`config.mk`:
```
export PLATFORM = sky130hd
export DESIGN_NAME = logs_pwm_decoder
export DESIGN_NICKNAME = d
export VERILOG_FILES = /design/src/rtl/logs_pwm_decoder.sv
export SDC_FILE = /design/constraint.sdc
export NUM_CORES = 1
export LEC_CHECK = 0
export CORE_MARGIN = 2
export CORE_UTILIZATION = 25
export DETAILED_ROUTE_END_ITERATION = 8
export GPL_ROUTABILITY_DRIVEN = 0
export PLACE_DENSITY = 0.43
export SYNTH_ARGS = -nofsm -noshare
export SYNTH_HDL_FRONTEND = slang
export SYNTH_SLANG_ARGS = --single-unit
```
`constraint.sdc`:
```
create_clock -name clk -period 1.95 [get_ports clk]
set_input_delay 0.2925 -clock clk [delete_from_list [all_inputs] [get_ports clk]]
set_output_delay 0.2925 -clock clk [all_outputs]
set_load 0.01 [all_outputs]
```
`src/rtl/logs_pwm_decoder.sv`:
```
// rtl/logs_pwm_decoder.sv - PWM bitstream decoder producing per-window duty and rising-edge samples
module logs_pwm_decoder #(
    parameter  int WINDOW    = 256,
    parameter  int EDGE_BITS = 8,
    localparam int OUT_BITS  = $clog2(WINDOW)
) (
    input  logic                 clk,
    input  logic                 rst_n,
    input  logic                 enable,
    input  logic                 pwm_in,
    output logic [OUT_BITS-1:0]  sample_data,
    output logic [EDGE_BITS-1:0] sample_edges,
    output logic                 sample_valid,
    input  logic                 sample_ready,
    output logic                 overflow,
    input  logic                 clear_overflow
);

    localparam logic [OUT_BITS-1:0]  WCNT_LAST = OUT_BITS'(WINDOW - 1);
    localparam logic [OUT_BITS-1:0]  DATA_MAX  = OUT_BITS'(WINDOW - 1);
    localparam logic [OUT_BITS:0]    ACC_FULL  = (OUT_BITS + 1)'(WINDOW);
    localparam logic [EDGE_BITS-1:0] ECNT_MAX  = {EDGE_BITS{1'b1}};

    // synchronizer and edge-detect history
    logic sync1_q, sync1_d;
    logic sync2_q, sync2_d;
    logic s_prev_q, s_prev_d;

    // window accumulation state
    logic [OUT_BITS-1:0]  wcnt_q, wcnt_d;
    logic [OUT_BITS:0]    acc_q, acc_d;
    logic [EDGE_BITS-1:0] ecnt_q, ecnt_d;

    // output holding register
    logic [OUT_BITS-1:0]  sample_data_q, sample_data_d;
    logic [EDGE_BITS-1:0] sample_edges_q, sample_edges_d;
    logic                 sample_valid_q, sample_valid_d;
    logic                 overflow_q, overflow_d;

    // intermediate window results
    logic                 s;
    logic                 rise;
    logic                 window_end;
    logic [OUT_BITS:0]    total;
    logic [EDGE_BITS-1:0] edges_sat;
    logic [OUT_BITS-1:0]  duty_sat;
    logic                 load;
    logic                 drop;
    logic                 xfer;

    assign s = sync2_q;

    // two-flop synchronizer plus one-cycle history of the synchronized value
    always_comb begin
        sync1_d  = pwm_in;
        sync2_d  = sync1_q;
        s_prev_d = sync2_q;
    end

    // per-window accumulation; enable low parks the window at its start
    always_comb begin
        rise       = s & ~s_prev_q;
        window_end = enable && (wcnt_q == WCNT_LAST);
        total      = acc_q + (OUT_BITS + 1)'(s);
        edges_sat  = (ecnt_q == ECNT_MAX) ? ecnt_q : ecnt_q + EDGE_BITS'(rise);
        duty_sat   = (total == ACC_FULL) ? DATA_MAX : total[OUT_BITS-1:0];

        wcnt_d = wcnt_q;
        acc_d  = acc_q;
        ecnt_d = ecnt_q;
        if (!enable || window_end) begin
            wcnt_d = '0;
            acc_d  = '0;
            ecnt_d = '0;
        end else begin
            wcnt_d = wcnt_q + 1'b1;
            acc_d  = total;
            ecnt_d = edges_sat;
        end
    end

    // valid/ready output register with drop-on-full and sticky overflow
    always_comb begin
        xfer = sample_valid_q && sample_ready;
        load = window_end && (!sample_valid_q || sample_ready);
        drop = window_end && sample_valid_q && !sample_ready;

        sample_data_d  = sample_data_q;
        sample_edges_d = sample_edges_q;
        sample_valid_d = sample_valid_q;
        overflow_d     = overflow_q;

        if (load) begin
            sample_data_d  = duty_sat;
            sample_edges_d = edges_sat;
            sample_valid_d = 1'b1;
        end else if (xfer) begin
            sample_valid_d = 1'b0;
        end

        // a drop in the same cycle as a clear keeps the flag set
        if (drop) begin
            overflow_d = 1'b1;
        end else if (clear_overflow) begin
            overflow_d = 1'b0;
        end
    end

    // all state registers, asynchronously cleared
    always_ff @(posedge clk or negedge rst_n) begin
        if (!rst_n) begin
            sync1_q        <= 1'b0;
            sync2_q        <= 1'b0;
            s_prev_q       <= 1'b0;
            wcnt_q         <= '0;
            acc_q          <= '0;
            ecnt_q         <= '0;
            sample_data_q  <= '0;
            sample_edges_q <= '0;
            sample_valid_q <= 1'b0;
            overflow_q     <= 1'b0;
        end else begin
            sync1_q        <= sync1_d;
            sync2_q        <= sync2_d;
            s_prev_q       <= s_prev_d;
            wcnt_q         <= wcnt_d;
            acc_q          <= acc_d;
            ecnt_q         <= ecnt_d;
            sample_data_q  <= sample_data_d;
            sample_edges_q <= sample_edges_d;
            sample_valid_q <= sample_valid_d;
            overflow_q     <= overflow_d;
        end
    end

    assign sample_data  = sample_data_q;
    assign sample_edges = sample_edges_q;
    assign sample_valid = sample_valid_q;
    assign overflow     = overflow_q;

endmodule
```
==> results.py, run 1 <==
metrics = {
    "outcome": {
        "status": "finished, final reports clean",
    },
    "synthesis": {
        "yosysTopAreaCell": "dfrtp_1",
        "synth_seq_cells": 46,
        "avgSynthCellArea_um2": 10.7,
        "yosysWarningCount": 0,
        "synth_nets": 210,
        "syn_inst": 199,
        "synthTopCellsByArea": "dfrtp_1 54%, nor2_1 7.6%, xnor2_1 4.1%",
        "synth_top_area_share_pct": 54.1,
        "yosysSeqAreaShare_pct": 54.1,
        "syn_area_um2": 2130,
        "yosysUniqueCellTypes": 35,
    },
    "clocking": {
        "cts_tree": "done",
        "path_clk_slew_ns": 0.09,
        "clkSinkCount": 46,
        "htree_levels": 2,
        "clk_latency_ns": 0.29,
        "postCtsSetupRepairBufs": 0,
        "numCtsBuffers": 5,
        "cts.path.max_buffers": 2,
        "clock-root-buffer": "clkbuf_8",
    },
    "sta": {
        "finalCriticalPeriod_ns": 1.79,
        "tightest_slew_ns": 0.489,
        "hold_viol_final": 0,
        "final_max_slew_viol_count": 0,
        "post-route-period-util_pct": 91.8,
        "final.setup.tns_ns": 0,
        "worst_slack_ns": 0.160,
        "rsz0062_at_grt": "false",
        "fin_skew_ns": 0.00673,
        "max_freq_mhz": 559,
        "setup_viol": 0,
        "relSlewSlack_pct": 67.3,
    },
    "place": {
        "place_inst": 326,
        "io_buffers": 23,
        "post-dp-hpwl_um": 2740,
        "post-place-ws_ns": 0.0645,
    },
    "floorplanning": {
        "die_w_um": 96.3,
        "placementRows": 33,
        "start_util_pct": 25.9,
        "fp.dieH_um": 96.3,
        "core_area_um2": 8220,
        "die-area_um2": 9270,
        "io_pins": 24,
    },
    "worst_setup_path": {
        "cpPeakStageDelay_ns": 0.40,
        "end_kind": "flop",
        "startpoint_type": "flop",
        "reg2reg_depth": 7,
        "cp.arrival_ns": 2.02,
        "critical_path.most_common_cell": "ha_2",
        "path_cells": "ha_2 > ha_2 > a311o_2 > o21ai_1 > a41o_2 > nand4_4 > nand2_1",
        "critPathMaxFanout": 8,
        "critPathKind": "reg2reg",
        "required_ns": 2.18,
        "slowest_stage": "dfrtp_1",
    },
    "global_routing": {
        "grt_pass1_wl_um": 7040,
        "antenna_found_initial": 0,
        "grt-ovfl-total": 0,
        "grt_max_degree": 30,
        "track_usage_pct": 9.91,
        "grt_pass1_vias": 1409,
    },
    "final_layout": {
        "area_growth_syn_to_layout_pct": 21.6,
        "fin_cells": 335,
        "antennaDiodeCount": 0,
        "nNetsFinal": 240,
        "drive_above_1_share_pct": 12.2,
    },
    "drt": {
        "drtPass1Iterations": 4,
        "drtAntennaViolNets": 0,
        "vias": 1392,
        "detail_route.wl_per_cell_um": 12.1,
        "drt-total-wl_um": 4050,
        "viasPerCell": 4.16,
        "drt-initial-drc-count": 48,
        "drc": 0,
    },
    "pwr": {
        "p_leak_nw": 1.16,
        "vdd_ir_drop_max_mv": 0.305,
        "pwr_density_cell_nw_per_um2": 653,
    },
    "min_path": {
        "whs_path_depth": 0,
        "hold_path.class": "reg2reg",
    },
    "run": {
        "max_cap_violations": 0,
    },
}
worst max-delay path: cells and delay by family, from the launching register on:
kind | cells | cell delay, ns
flip-flops | 1 | 0.40
AND/OR/NAND/NOR | 2 | 0.26
adder cells (fa/ha/maj) | 2 | 0.39
AO/OA/AOI/OAI | 3 | 0.68
power by group:
part           total [mW]  internal [mW]  switching, mW
clock               0.610          0.287          0.323
sequential          0.979          0.968         0.0113
combinational       0.101         0.0429         0.0585
total                1.69           1.30          0.393
stage by stage:
stage          cell area [um2]  power, mW  util [%]  hold WS [ns]
2_1_floorplan             2130       1.05         -      -0.00309
3_5_place_dp              2480       1.10      30.2         0.286
5_1_grt                   2590       1.78      31.5         0.386
6_report                  2590       1.69      31.5         0.359
3_3_place_gp              2480       1.10      30.2         0.277
4_1_cts                   2580       1.72      31.4         0.361
cell type report:
type                       count  area (um2)
clock inverter                 1        5.00
multi-input combinational    142         898
inverter                       5        18.8
tap                          105         131
sequential                    46        1150
fill                         863        5630
timing repair buffer          29         298
clock buffer                   7        86.3
cell families (layout without fill, tap and decap cells):
logic type	Yosys count	after routing	synth area share (%)
xor+xnor	18	18	7.40
buf+inv	11	42	3.99
mux	4	4	1.88
flops	46	46	54.1
compound gates	22	22	7.76
fa+ha+maj	5	5	2.94
simple gates	93	93	22.0
worst paths after layout:
path,slack [ns],to,from
setup / recovery,0.16,sample_data[1],s
hold / removal,0.36,s,sync1_q
setup reg to reg,0.16,sample_data[1],s
hold reg to reg,0.36,s,sync1_q
max in group asynchronous,0.87,wcnt_q[2],rst_n
min in group asynchronous,0.48,sample_edges[4],rst_n
per-layer routing:
metal,vias up,track usage [%],share of wire [%]
met5,-,0,0
met4,0,3.52,1.3
met3,5,2.43,3.6
met2,22,14.2,42
met1,638,14.4,53
li1,727,-,-
state kept, by name (all words and copies together), names as in the netlist:
signal and count:
sample_valid 1, sample_data 8, s 1, ecnt_q 8
acc_q 9, wcnt_q 8, s_prev_q 1, sync1_q 1
overflow 1, sample_edges 8
repair_timing:
item | CTS | global route
setup endpoints to repair | 0 | 8
resized for setup | 0 | 3
hold endpoints to repair | 18 | 0
hold buffers | 1 | 0
cell usage after synthesis, drive strengths merged:
library cell and instances:
a21boi 1, or3 1, xor2 8, nor3 1
nand2b 2, mux2i 4, a21oi 7, a41o 2
a2111oi 1, nor2 43, inv 5, nor4b 2
and3 2, nand4 5, xnor2 10, nor2b 2
o21ai 7, a311o 1, clkbuf 1, and2 3
ha 5, nand3 10, o22ai 2, and4 2
nand2 20, buf 5, a21o 1, dfrtp 46
layout by cell type, fill, tap and decap left out, types with 3 or more instances in the layout:
master	n
clkdlybuf4s50_1	22
ha_1	3
dfrtp_1	46
clkbuf_8	6
buf_4	3
mux2i_1	4
nand3_1	10
and2_1	3
o21ai_0	4
a21oi_1	4
nand2_1	20
a21oi_2	3
xor2_1	8
inv_1	5
xnor2_1	10
nor2_1	43
nand4_1	4
Note: power is estimated with default switching activity, not from simulation.
==> inputs of run 2 (changes only) <==
--- a/config.mk
+++ b/config.mk
@@ -5,11 +5,13 @@
 export SDC_FILE = /design/constraint.sdc
 export NUM_CORES = 1
 export LEC_CHECK = 0
+export ABC_AREA = 1
 export CORE_MARGIN = 2
 export CORE_UTILIZATION = 25
 export DETAILED_ROUTE_END_ITERATION = 8
 export GPL_ROUTABILITY_DRIVEN = 0
 export PLACE_DENSITY = 0.43
+export SLEW_MARGIN = 25
 export SYNTH_ARGS = -nofsm -noshare
 export SYNTH_HDL_FRONTEND = slang
 export SYNTH_SLANG_ARGS = --single-unit
==> results.py, run 2 <==
metrics = {
    "pwr": {
        "p_seq_share_pct": 58.1,
        "clockPowerShare_pct": 36.7,
        "pwr_density_cell_nw_per_um2": 635,
        "vdd_ir_drop_max_mv": 0.208,
        "p_total_mw": 1.68,
        "p_int_mw": 1.28,
        "power.switching_uw": 399,
        "p_leak_nw": 1.19,
        "switching_share_pct": 23.7,
        "combPwrFrac_pct": 5.2,
    },
    "worst_setup_path": {
        "critPathKind": "reg2reg",
        "critical_path.most_common_cell": "ha_1",
        "slowest_stage": "dfrtp_1",
        "reg2reg_from": "s",
        "critPathMaxFanout": 8,
        "reg2reg_depth": 9,
        "startpoint_type": "flop",
        "cp.arrival_ns": 1.98,
        "path_cells": "ha_1 > ha_1 > inv_1 > nand2_1 > nor2_2 > nand3_2 > nor2_4 > nand2_4 > a21oi_2",
        "end_kind": "flop",
        "required_ns": 2.18,
        "reg2reg_slack_ns": 0.20,
        "cpPeakStageDelay_ns": 0.41,
        "regToRegEndpoint": "sample_data[2]",
    },
    "floorplanning": {
        "start_util_pct": 25.5,
        "placementRows": 34,
        "die_w_um": 97.8,
        "fp.dieH_um": 97.8,
        "core_area_um2": 8640,
        "die-area_um2": 9570,
        "io_pins": 24,
    },
    "global_routing": {
        "antenna_found_initial": 0,
        "use_met3_pct": 2.00,
        "grt-ovfl-total": 0,
        "track_usage_pct": 10.1,
        "gr-usage-met2_pct": 15.7,
        "gr-usage-met1_pct": 13.4,
        "grt_max_degree": 47,
        "grt_pass1_vias": 1694,
        "grt_pass1_wl_um": 7870,
        "grt-busiest-layer": "met2",
    },
    "synthesis": {
        "yosysWarningCount": 0,
        "yosysUniqueCellTypes": 32,
        "synthTopCellsByArea": "dfrtp_1 52%, nand2_1 7.7%, nor2_1 6.8%",
        "synth_top_family_by_area": "simple AND/OR/NAND/NOR gates",
        "synth_flop_cell": "dfrtp_1",
        "syn_inst": 240,
        "yosysTopAreaCell": "dfrtp_1",
        "synth_xor_area_share_pct": 1.59,
        "yosysSeqAreaShare_pct": 52.3,
        "synthAdderAreaFrac_pct": 2.84,
        "synthArstFlopShare_pct": 100,
        "syn_area_um2": 2200,
        "synth_seq_cells": 46,
        "avgSynthCellArea_um2": 9.17,
        "yosys.area_share.simple_pct": 28.5,
        "synth_nets": 251,
        "synth_top_area_share_pct": 52.3,
        "synth_commonest_cells": "46 x dfrtp_1, 45 x nand2_1, 40 x nor2_1",
        "yosysMostFrequentCell": "dfrtp_1",
        "muxShareOfSynthArea_pct": 0,
        "synth_compound_area_share_pct": 8.64,
        "synth_edf_count": 0,
    },
    "sta": {
        "hold_viol_final": 0,
        "worst_slack_ns": 0.200,
        "relSlewSlack_pct": 61.5,
        "rsz0062_at_grt": "false",
        "worst_hold_slack_ns": 0.0668,
        "max_freq_mhz": 571,
        "final.setup.tns_ns": 0,
        "finalCriticalPeriod_ns": 1.75,
        "final_max_slew_viol_count": 0,
        "tightest_slew_ns": 0.577,
        "fin_skew_ns": 0.00426,
        "post-route-period-util_pct": 89.8,
        "setup_viol": 0,
    },
    "final_layout": {
        "nNetsFinal": 281,
        "final_cell_mix": "46 x dfrtp_1, 45 x nand2_1, 40 x nor2_1, 22 x inv_1, 22 x clkdlybuf4s50_1",
        "area_growth_syn_to_layout_pct": 20.3,
        "final_common_cell": "dfrtp_1",
        "final_area_um2": 2650,
        "fillers": 907,
        "drive_above_1_share_pct": 17.7,
        "largest_register_ff_count": 9,
        "regMostFlops": "acc_q",
        "fin_util_pct": 30.7,
        "fin_cells": 379,
        "antennaDiodeCount": 0,
    },
    "place": {
        "post-place-ws_ns": 0.190,
        "place_inst": 371,
        "post-dp-hpwl_um": 3150,
        "post_dp_cell_area_um2": 2550,
        "io_buffers": 23,
    },
    "clocking": {
        "numCtsBuffers": 5,
        "path_clk_slew_ns": 0.09,
        "cts_resized": 0,
        "htree_levels": 2,
        "clkSinkCount": 46,
        "cts_hold_buf": 0,
        "clock-root-buffer": "clkbuf_8",
        "postCtsSetupRepairBufs": 0,
        "cts.path.max_buffers": 2,
        "cts_tree": "done",
        "clk_latency_ns": 0.30,
    },
    "drt": {
        "drtPass1Iterations": 4,
        "viasPerCell": 4.13,
        "drt-total-wl_um": 4280,
        "drtAntennaViolNets": 0,
        "drc": 0,
        "detail_route.wl_per_cell_um": 11.3,
        "vias": 1567,
        "drt-initial-drc-count": 58,
    },
    "outcome": {
        "status": "finished, final reports clean",
    },
    "run": {
        "max_cap_violations": 0,
    },
    "min_path": {
        "hold_path.class": "in2async",
    },
}
==> run 2: layout make-up <==
type / instances / area [um2] / area share, %
Sequential cell: 46 / 1150 / 43.5
Clock buffer: 6 / 82.6 / 3.12
Clock inverter: 2 / 12.5 / 0.473
Timing Repair Buffer: 26 / 248 / 9.36
Multi-Input combinational cell: 164 / 915 / 34.5
Inverter: 27 / 104 / 3.92
Tap cell: 108 / 135 / 5.10
==> run 2: how the worst max path moves through the flow <==
| stage | startpoint | end | slack, ns | depth (start not counted) |
|---|---|---|---|---|
| floorplan | s | sample_data[6] | 0.38 | 9 |
| global placement | s | sample_data[2] | 0.19 | 9 |
| detailed placement | s | sample_data[2] | 0.19 | 9 |
| CTS | s | sample_data[2] | 0.16 | 9 |
| global route | s | sample_data[2] | 0.01 | 9 |
| finish | s | sample_data[2] | 0.20 | 9 |
==> run 2: power groups by stage <==
stage	clock network [mW]	logic (mW)	registers, mW
3_5_place_dp	0	0.0933	0.996
5_1_grt	0.688	0.106	0.980
6_report	0.618	0.0878	0.977
2_1_floorplan	0	0.0478	0.994
4_1_cts	0.657	0.0934	0.977
3_3_place_gp	0	0.0931	0.996
==> run 2: kinds of logic (layout without fill, tap and decap cells) <==
logic type	count (synthesis)	after routing
AOI/OAI and AO/OA	30	30
xor gates and xnor gates	4	4
adders and majority gates	5	5
buffers and inverters	30	61
DFF	46	46
and+or+nand+nor	125	125
==> run 2: per-layer routing <==
| layer | share of wire [%] | vias to the layer above |
|---|---|---|
| met2 | 47 | 24 |
| met3 | 2.8 | 6 |
| met5 | 0 | - |
| met4 | 1.8 | 0 |
| li1 | - | 820 |
| met1 | 49 | 717 |
==> run 2: critical path, delay by kind of cell (launching register included) <==
kind / cells / cell delay [ns]
compound gates: 1 / 0.15
simple gates: 5 / 0.49
fa+ha+maj: 2 / 0.55
buf+inv: 1 / 0.08
flops: 1 / 0.41
